`src/rtl/wave_gen_if.sv`:
```
// Bus between the function-generator control path and the waveform sample generator.
// The master drives divider count and button pulse; the slave returns phase and samples.
interface wave_gen_if #(
    parameter int W = 8
);
    logic [2:0]   tick_in;
    logic         wave_btn;
    logic [W-1:0] phase;
    logic [1:0]   wave_cur;
    logic [W-1:0] sample_out;
    logic         sample_vld;

    modport master (
        output tick_in,
        output wave_btn,
        input  phase,
        input  wave_cur,
        input  sample_out,
        input  sample_vld
    );

    modport slave (
        input  tick_in,
        input  wave_btn,
        output phase,
        output wave_cur,
        output sample_out,
        output sample_vld
    );
endinterface

```
`src/rtl/wave_gen.sv`:
```
// Waveform sample generator: advances a phase on each divider zero count and emits
// registered saw/square/triangle samples; waveform changes take effect only at phase wrap.
module wave_gen #(
    parameter int W = 8
) (
    input  logic       clk,
    input  logic       rst,
    wave_gen_if.slave  bus
);

    typedef enum logic [1:0] {
        WAVE_SAW      = 2'd0,
        WAVE_SQUARE   = 2'd1,
        WAVE_TRIANGLE = 2'd2,
        WAVE_NONE     = 2'd3
    } wave_t;

    localparam logic [W-1:0] PHASE_ONE = W'(1);
    localparam logic [W-1:0] PHASE_MAX = '1;

    logic [W-1:0] phase_q;
    logic [1:0]   pend_sel_q;
    wave_t        wave_cur_q;
    logic         step_d_q;
    logic [W-1:0] sample_q;
    logic         sample_vld_q;

    logic         step;
    logic         wrap;
    logic [1:0]   pend_next;
    logic [W-1:0] shaped;

    // Triangle folds the phase: the low W-1 bits doubled rise, then invert to fall.
    function automatic logic [W-1:0] shape(input wave_t w, input logic [W-1:0] p);
        logic [W-1:0] t;
        t = {p[W-2:0], 1'b0};
        case (w)
            WAVE_SAW:      shape = p;
            WAVE_SQUARE:   shape = p[W-1] ? '0 : '1;
            WAVE_TRIANGLE: shape = p[W-1] ? ~t : t;
            default:       shape = '0;
        endcase
    endfunction

    always_comb begin
        step      = (bus.tick_in == 3'd0);
        wrap      = step && (phase_q == PHASE_MAX);
        pend_next = (pend_sel_q == 2'd2) ? 2'd0 : pend_sel_q + 2'd1;
        shaped    = shape(wave_cur_q, phase_q);
    end

    // The sample uses the phase registered on the previous step edge, one cycle behind.
    always_ff @(posedge clk) begin
        if (rst) begin
            phase_q      <= '0;
            pend_sel_q   <= 2'd0;
            wave_cur_q   <= WAVE_SAW;
            step_d_q     <= 1'b0;
            sample_q     <= '0;
            sample_vld_q <= 1'b0;
        end else begin
            if (step) begin
                phase_q <= phase_q + PHASE_ONE;
            end
            if (wrap) begin
                wave_cur_q <= wave_t'(pend_sel_q);
            end
            if (bus.wave_btn) begin
                pend_sel_q <= pend_next;
            end
            step_d_q <= step;
            if (step_d_q) begin
                sample_q     <= shaped;
                sample_vld_q <= 1'b1;
            end else begin
                sample_vld_q <= 1'b0;
            end
        end
    end

    assign bus.phase      = phase_q;
    assign bus.wave_cur   = wave_cur_q;
    assign bus.sample_out = sample_q;
    assign bus.sample_vld = sample_vld_q;

endmodule

```
`src/flat_wrapper.sv`:
```
// flat-port wrapper written by rule: the top's interface ports become plain ports
module wave_gen_flat 
#(
    parameter int W = 8
)
  (clk, rst, bus_tick_in, bus_wave_btn, bus_phase, bus_wave_cur, bus_sample_out, bus_sample_vld);
  wave_gen_if #(.W(W)) bus_i ();
  input  logic clk;
  input  logic rst;
  input wire logic [$bits(bus_i.tick_in)-1:0] bus_tick_in;
  input wire logic [$bits(bus_i.wave_btn)-1:0] bus_wave_btn;
  output wire logic [$bits(bus_i.phase)-1:0] bus_phase;
  output wire logic [$bits(bus_i.wave_cur)-1:0] bus_wave_cur;
  output wire logic [$bits(bus_i.sample_out)-1:0] bus_sample_out;
  output wire logic [$bits(bus_i.sample_vld)-1:0] bus_sample_vld;
  assign bus_i.tick_in = bus_tick_in;
  assign bus_i.wave_btn = bus_wave_btn;
  assign bus_phase = bus_i.phase;
  assign bus_wave_cur = bus_i.wave_cur;
  assign bus_sample_out = bus_i.sample_out;
  assign bus_sample_vld = bus_i.sample_vld;
  wave_gen #(.W(W)) u_core (.clk(clk), .rst(rst), .bus(bus_i));
endmodule
```
`config.mk`:
```
export PLATFORM = sky130hd
export DESIGN_NAME = wave_gen_flat
export DESIGN_NICKNAME = d
export VERILOG_FILES = /design/src/rtl/wave_gen_if.sv /design/src/rtl/wave_gen.sv /design/src/flat_wrapper.sv
export SDC_FILE = /design/constraint.sdc
export NUM_CORES = 1
export LEC_CHECK = 0
export ABC_AREA = 1
export BUFFER_PORTS_ARGS = -buffer_cell sky130_fd_sc_hd__buf_2
export CORE_MARGIN = 2
export CORE_UTILIZATION = 53
export DETAILED_ROUTE_END_ITERATION = 6
export PLACE_DENSITY_LB_ADDON = 0.3
export RECOVER_POWER = 100
export SLEW_MARGIN = 20
export SYNTH_ARGS = -nofsm -noshare
export SYNTH_HDL_FRONTEND = slang
export SYNTH_SLANG_ARGS = --single-unit
```
`constraint.sdc`:
```
create_clock -name clk -period 1.4 [get_ports clk]
set_input_delay 0 -clock clk [delete_from_list [all_inputs] [get_ports clk]]
set_output_delay 0 -clock clk [all_outputs]
set_load 0.01 [all_outputs]
```
==> impl_metrics.toml, run 1 <==
[clocking]
cts_num_sinks = 22
hold_buffers = 1
cts_setup_buffers = 0
clockRootBuffer = "clkbuf_4"
cts_tree = "done"
cts-buffers-inserted = 3
h-tree-depth = 1
clock_path_buffers = 2
cts-resized-gates = 0
clk_pin_slew_ps = 120
clock_latency_ps = 310

[setup_path]
path_class = "reg -> reg"
rr_startpoint = "u_core.bus.phase[0]$_SDFFE_PP0P_"
r2r_slack_ps = 150
crit_required_ps = 1620
critPathCaptureType = "flip-flop"
cp_max_fo = 4
reg2reg_depth = 6
arrival_ps = 1470
regToRegEndpoint = "u_core.bus.phase[6]$_SDFFE_PP0P_"
startpoint_type = "flip-flop"

[min_path]
hp-start = "rst"
hold_path.class = "in -> reg"
holdPathEnd = "u_core.bus.sample_vld$_SDFF_PP0_"
hold_path_depth = 2

[global_route]
grt_pass1_wl_um = 4110
grt_use_met3_pct = 2.63
use_met1_pct = 25.8
grt_max_degree = 18
grt_use_met2_pct = 34.4
grt.total_usage_pct = 20.6
grt_pass1_vias = 1015
gr-max-usage-layer = "met2"
grt_overflow = 0
antenna_found_initial = 0

[timing]
fin_crit_sh_pct = 89.4
finalSetupViolCount = 0
finClkSkew_ps = 1.07
relSlewSlack_pct = 72.8
slew_viol_final = 0
period_minus_slack_ps = 1250
rsz0062_at_grt = "no"
setup_tns_ps = 0
worst_slew_pin_slew_ps = 407
hold_violations = 0
fmax_mhz = 799

[floorplanning]
die_h_um = 51.2
placementRows = 17
die_area_um2 = 2620
coreArea_um2 = 2150
io_pins = 25
start_util_pct = 55.0
die_w_um = 51.2

[synth]
yosys.area_share.xor_xnor_pct = 0
async_flop_share_pct = 0
synth_cell_types = 24
synth.top_cell.area_share_pct = 37.3
synth_compound_area_share_pct = 9.96
ys_seq_area_share_pct = 37.3
synthAdderAreaFrac_pct = 2.12
synth_area_um2 = 1180
yosys_warnings = 0
synth_enable_flop_cells = 0
syn_nets = 183
netlist_instances = 175
synth_top_family_by_area = "simple AND/OR/NAND/NOR gates"
ys_ff_latch = 22
synth-simple-area-share_pct = 39.1
synthFlopType = "dfxtp_1"
yosysMostFrequentCell = "nand2_1"
avgSynthCellArea_um2 = 6.75
synth_common_cells = "63 x nand2_1, 22 x dfxtp_1, 21 x inv_1"
synthTopCellsByArea = "dfxtp_1 37%, nand2_1 20%, inv_1 6.7%, nand3_1 6.4%, a21oi_1 4.7%"
synthMuxAreaShare_pct = 0
synth_top_area_cell = "dfxtp_1"

[drt]
antenna_left = 0
drtIter0Drc = 14
drt-wirelength-per-cell_um = 10.2
drc = 0
vias_per_cell = 4.91
vias = 1134
drt-pass1-iter-count = 4
totalWireLength_um = 2360

[finish]
nets = 212
antenna_cells = 0
area_delta_synth_final_pct = 12.3
utilization_pct = 61.7
final_area_um2 = 1330
drive_gt1_share_pct = 10.3

[place]
dp_hpwl_um = 1810
gp_congestion = 0.867
io_buffer_count = 24
placed_area_um2 = 1330

[run_status]
status = "complete, no violations"

[pwr]
ir_drop_uv = 671
powerDensity_nw_per_um2 = 900
power_leakage_nw = 0.597

[run]
cap_violations = 0
layer usage:
metal	routed length (um)	vias to the layer above
met4	32	0
met5	0	-
met3	57	4
li1	-	599
met1	1120	515
met2	1160	16
flip-flops by register name (all words and copies together), names as in the netlist:
signal / count
u_core.bus.phase: 8
u_core.bus.sample_out: 8
u_core.bus.sample_vld: 1
u_core.bus.wave_cur: 2
u_core.pend_sel_q: 2
u_core.step_d_q: 1
cell type report:
| type | instances | area (um^2) |
|---|---|---|
| Fill cell | 229 | 822 |
| Multi-Input combinational cell | 123 | 573 |
| Sequential cell | 22 | 440 |
| Timing Repair Buffer | 30 | 135 |
| Inverter | 24 | 90.1 |
| Tap cell | 28 | 35.0 |
| Clock inverter | 1 | 30.0 |
| Clock buffer | 3 | 22.5 |
kinds of logic (layout without fill, tap and decap cells):
family          count (synthesis)  in the layout
buf+inv                        30             58
simple gates                  101            101
compound gates                 20             20
fa+ha+maj                       2              2
flops                          22             22
critical path: stages, from the launching register on:
cell     delay, ps
dfxtp_1        350
ha_1           210
nand3_1        100
nor3_1         310
nand2_1         80
nand2_1         70
nor2_1          40
where the power goes:
group          switching, mW  total, mW  internal (mW)
registers            0.00643      0.642          0.635
logic                 0.0417     0.0650         0.0233
clock network          0.197      0.486          0.289
cells in the final DEF, fill, tap and decap left out:
master / n
clkbuf_1: 20
nand4_1: 1
nand3_1: 17
bufinv_16: 1
clkinv_1: 1
clkbuf_4: 3
inv_2: 2
nor2_1: 11
buf_4: 2
buf_2: 7
nor3_1: 4
dfxtp_1: 22
inv_1: 21
nor2_2: 2
a211oi_1: 1
ha_1: 2
nor2_4: 2
nand2_1: 63
o21ai_0: 4
a21oi_1: 14
dlygate4sd3_1: 1
a21oi_2: 1
nand3_4: 1
stage by stage:
stage	cells	setup slack [ps]	hold slack, ps	total power [mW]
CTS	231	170	46.9	1.21
floorplan	175	158	94.6	0.701
finish	231	148	37.2	1.19
detailed placement	226	192	227	0.724
global placement	226	263	207	0.721
global route	231	25.0	62.0	1.24
how the worst max path moves through the flow:
stage	from	endpoint	slack [ps]	depth (start not counted)
2_1_floorplan	u_core.bus.phase[1]$_SDFFE_PP0P_	u_core.bus.wave_cur[0]$_SDFFE_PP0P_	160	6
3_3_place_gp	u_core.bus.phase[2]$_SDFFE_PP0P_	u_core.bus.wave_cur[0]$_SDFFE_PP0P_	260	5
3_5_place_dp	u_core.bus.phase[0]$_SDFFE_PP0P_	u_core.bus.wave_cur[0]$_SDFFE_PP0P_	190	6
4_1_cts	u_core.bus.phase[0]$_SDFFE_PP0P_	u_core.bus.wave_cur[0]$_SDFFE_PP0P_	170	6
5_1_grt	u_core.bus.phase[1]$_SDFFE_PP0P_	u_core.bus.phase[6]$_SDFFE_PP0P_	20	6
6_report	u_core.bus.phase[0]$_SDFFE_PP0P_	u_core.bus.phase[6]$_SDFFE_PP0P_	150	6
No activity file was read; power rests on OpenSTA's default activity.
==> run 2: changes to the inputs <==
--- a/config.mk
+++ b/config.mk
@@ -11,7 +11,7 @@
 export CORE_UTILIZATION = 53
 export DETAILED_ROUTE_END_ITERATION = 6
 export PLACE_DENSITY_LB_ADDON = 0.3
-export RECOVER_POWER = 100
+export RECOVER_POWER = 25
 export SLEW_MARGIN = 20
 export SYNTH_ARGS = -nofsm -noshare
 export SYNTH_HDL_FRONTEND = slang
==> impl_metrics.toml, run 2 (synthesis results as in run 1) <==
[pwr]
ir_drop_uv = 678
power_leakage_nw = 0.653
p_total_mw = 1.20
powerDensity_nw_per_um2 = 868

[setup_path]
startpoint_type = "flip-flop"
path_class = "reg -> reg"
cp_max_fo = 4
critPathLaunch = "u_core.bus.phase[0]$_SDFFE_PP0P_"
crit_path_top_delay_cell = "dfxtp_1"
crit_required_ps = 1600
path_cells = "ha_1, nand3_1, nor2_2, nand2_1, nand2_1, a21oi_1"
critPathCaptureType = "flip-flop"
cp_slowest_stage_delay_ps = 360
cpMostUsedCell = "nand2_1"
arrival_ps = 1430
rr_startpoint = "u_core.bus.phase[0]$_SDFFE_PP0P_"

[global_route]
grt_pass1_vias = 1015
antenna_found_initial = 0
grt_pass1_wl_um = 4110
grt_overflow = 0
grt.total_usage_pct = 20.6
grt_max_degree = 18

[clocking]
cts_tree = "done"
clk_pin_slew_ps = 120
cts_setup_buffers = 0
cts_num_sinks = 22
clockRootBuffer = "clkbuf_4"
clock_latency_ps = 310
cts-buffers-inserted = 3
clock_path_buffers = 2
h-tree-depth = 1

[run]
cap_violations = 0

[drt]
vias_per_cell = 4.97
totalWireLength_um = 2390
drtIter0Drc = 22
drt-pass1-iter-count = 4
antenna_left = 0
drt-wirelength-per-cell_um = 10.3
drc = 0
vias = 1147

[finish]
mostFrequentLayoutCells = "63 x nand2_1, 22 x dfxtp_1, 21 x inv_1"
drive_gt1_share_pct = 19.7
antenna_cells = 0
nets = 212
area_delta_synth_final_pct = 16.9
final_common_cell = "nand2_1"

[place]
dp_hpwl_um = 1810
gp_congestion = 0.867
io_buffer_count = 24

[timing]
fin_crit_sh_pct = 87.8
slew_viol_final = 0
period_minus_slack_ps = 1230
setup_tns_ps = 0
fmax_mhz = 814
relSlewSlack_pct = 71.9
finalSetupViolCount = 0
finClkSkew_ps = 0.903
worst_slew_pin_slew_ps = 420
hold_violations = 0
rsz0062_at_grt = "no"

[min_path]
hp-start = "rst"
hold_path.class = "in -> reg"

[floorplanning]
die_w_um = 51.2
io_pins = 25
die_h_um = 51.2
die_area_um2 = 2620
start_util_pct = 55.0
coreArea_um2 = 2150
placementRows = 17

[run_status]
status = "complete, no violations"
==> run 2: cell type report <==
class / instances / area, um^2
well taps: 28 / 35.0
repair buffers: 30 / 159
fillers: 217 / 767
flip-flops and latches: 22 / 440
clock inverters: 1 / 30.0
inverters: 24 / 90.1
clock buffers: 3 / 22.5
multi-input cells: 123 / 604
==> run 2: what timing repair did <==
| action | 4_1_cts | 5_1_grt |
|---|---|---|
| endpoints found under the hold margin | 2 | 0 |
| resized for setup | 0 | 0 |
| hold buffers | 1 | 0 |
==> run 2: layer usage <==
metal / up-vias / GRT usage [%] / wire [um]
met5: - / 0 / 0
met4: 0 / 10.8 / 32
met3: 4 / 2.63 / 100
met2: 23 / 34.4 / 1150
met1: 522 / 25.8 / 1100
li1: 598 / - / -
==> run 2: final timing paths <==
check	endpoint	slack, ps	depth (start not counted)
setup / recovery	u_core.bus.wave_cur[0]$_SDFFE_PP0P_	170	6
hold / removal	u_core.bus.sample_vld$_SDFF_PP0_	50	2
setup reg to reg	u_core.bus.wave_cur[0]$_SDFFE_PP0P_	170	6
hold reg to reg	u_core.bus.sample_out[2]$_SDFFE_PP0P_	480	2
==> run 2: per-stage QoR <==
stage / worst slack, ps / cell area (um^2) / utilization (%) / std cells / hold slack (ps)
floorplan: 158 / 1180 / - / 175 / 94.6
global placement: 263 / 1330 / 61.8 / 226 / 207
detailed placement: 192 / 1330 / 61.8 / 226 / 227
CTS: 170 / 1390 / 64.7 / 231 / 46.9
global route: 32.8 / 1380 / 64.3 / 231 / 75.5
finish: 171 / 1380 / 64.3 / 231 / 53.1
==> run 2: worst max-delay path, delay by kind of cell, from the launching register on <==
kind | cells | cell delay, ps
AOI/OAI and AO/OA | 1 | 60
adders and majority gates | 1 | 210
DFF | 1 | 360
and+or+nand+nor | 4 | 500
==> run 2: power breakdown <==
group	internal, mW	switching [mW]
Clock	0.289	0.198
Combinational	0.0264	0.0434
Sequential	0.635	0.00653
==> run 3: changes to the inputs <==
--- a/config.mk
+++ b/config.mk
@@ -8,7 +8,7 @@
 export ABC_AREA = 1
 export BUFFER_PORTS_ARGS = -buffer_cell sky130_fd_sc_hd__buf_2
 export CORE_MARGIN = 2
-export CORE_UTILIZATION = 53
+export CORE_UTILIZATION = 51
 export DETAILED_ROUTE_END_ITERATION = 6
 export PLACE_DENSITY_LB_ADDON = 0.3
 export RECOVER_POWER = 25
==> impl_metrics.toml, run 3 (synthesis results as in run 1) <==
[timing]
relSlewSlack_pct = 72.6
finClkSkew_ps = 4.80
hold_violations = 0
finalSetupViolCount = 0
fin_ws_ps = 172
slew_viol_final = 0
setup_tns_ps = 0
fin_crit_sh_pct = 87.7
rsz0062_at_grt = "no"
period_minus_slack_ps = 1230
worst_slew_pin_slew_ps = 411
fmax_mhz = 814

[clocking]
cts-buffers-inserted = 3
cts_num_sinks = 22
cts_setup_buffers = 0
h-tree-depth = 1
cts_tree = "done"
clock_path_buffers = 2
clockRootBuffer = "clkbuf_4"
clk_pin_slew_ps = 130
clock_latency_ps = 310

[drt]
vias_per_cell = 4.92
totalWireLength_um = 2500
antenna_left = 0
drt-wirelength-per-cell_um = 10.9
vias = 1131
drt-pass1-iter-count = 4
drc = 0
drtIter0Drc = 25

[pwr]
power_leakage_nw = 0.644
ir_drop_uv = 605
powerDensity_nw_per_um2 = 876

[run]
cap_violations = 0

[finish]
antenna_cells = 0
nets = 211
drive_gt1_share_pct = 18.8
final_common_cell = "nand2_1"
area_delta_synth_final_pct = 16.2
mostFrequentLayoutCells = "63 x nand2_1, 22 x dfxtp_1, 21 x inv_1"

[setup_path]
reg2reg_depth = 6
path_class = "reg -> reg"
arrival_ps = 1430
worstSetupEndpoint = "u_core.bus.wave_cur[1]$_SDFFE_PP0P_"
cp_slowest_stage_delay_ps = 460
rr_startpoint = "u_core.bus.phase[6]$_SDFFE_PP0P_"
crit_required_ps = 1600
startpoint_type = "flip-flop"
path_cells = "ha_1, nand3_1, nor2_2, nand2_1, nand2_1, a21oi_1"
cp_max_fo = 6
critPathCaptureType = "flip-flop"
path_depth = 6
path_buf_inv = 0
regToRegEndpoint = "u_core.bus.wave_cur[1]$_SDFFE_PP0P_"
critPathLaunch = "u_core.bus.phase[6]$_SDFFE_PP0P_"
cp_top_family = "flip-flops"
r2r_slack_ps = 170
cpMostUsedCell = "nand2_1"
crit_path_top_delay_cell = "dfxtp_1"

[floorplanning]
coreArea_um2 = 2190
die_w_um = 52.1
placementRows = 17
start_util_pct = 53.9
die_h_um = 52.1
die_area_um2 = 2720
io_pins = 25

[global_route]
grt.total_usage_pct = 21.6
grt_pass1_wl_um = 4280
grt_max_degree = 18
grt_overflow = 0
grt_pass1_vias = 996
antenna_found_initial = 0

[place]
gp_congestion = 0.874
io_buffer_count = 24
dp_hpwl_um = 1880
pre_cts_ws_ps = 219

[min_path]
hold_path.class = "in -> reg"

[run_status]
status = "complete, no violations"
[run 3: cell types whose count changed in the layout (fill, tap and decap cells not counted)]
cell,previous run,this run
buf_2,17,16
clkbuf_1,7,8
buf_4,5,4
[run 3: how the worst min path moves through the flow]
stage | endpoint | depth (start not counted) | from | slack [ps]
after detailed placement | u_core.pend_sel_q[1]$_SDFFE_PP0P_ | 2 | bus_wave_btn | 220
after global placement | u_core.pend_sel_q[1]$_SDFFE_PP0P_ | 2 | bus_wave_btn | 210
after floorplan | u_core.pend_sel_q[1]$_SDFFE_PP0P_ | 1 | bus_wave_btn | 90
after CTS | u_core.bus.sample_out[4]$_SDFFE_PP0P_ | 2 | rst | 30
after global routing | u_core.step_d_q$_SDFF_PP0_ | 2 | rst | 60
final | u_core.step_d_q$_SDFF_PP0_ | 2 | rst | 50
[run 3: stage by stage]
step / hold WS, ps / area (um^2) / cells / power (mW) / util [%]
after global placement: 208 / 1320 / 225 / 0.721 / 60.3
after global routing: 62.2 / 1370 / 230 / 1.25 / 62.6
after CTS: 34.7 / 1380 / 230 / 1.22 / 63.1
after detailed placement: 221 / 1320 / 225 / 0.724 / 60.3
final: 46.8 / 1370 / 230 / 1.20 / 62.6
after floorplan: 94.6 / 1180 / 175 / 0.701 / -
[run 3: area by class of cell]
cell class	instances	area, um^2
fillers	215	818
multi-input cells	123	604
flip-flops and latches	22	440
repair buffers	29	150
inverters	24	90.1
well taps	28	35.0
clock inverters	1	30.0
clock buffers	3	22.5
[run 3: layer usage]
metal | wire length (um) | track usage, %
met1 | 1170 | 27.2
met2 | 1230 | 36.1
met3 | 70 | 3.45
met4 | 27 | 9.21
met5 | 0 | 0
[run 3: timing repair]
item                      in CTS  in global routing
hold buffers                   1                  0
hold endpoints to repair       2                  0
resized for setup              0                  0
[run 3: power by group]
group	leakage, nW	internal [mW]	switching, mW	total, mW
clock network	0.0279	0.290	0.201	0.490
logic	0.438	0.0264	0.0433	0.0697
registers	0.178	0.635	0.00680	0.642
total	0.644	0.951	0.251	1.20
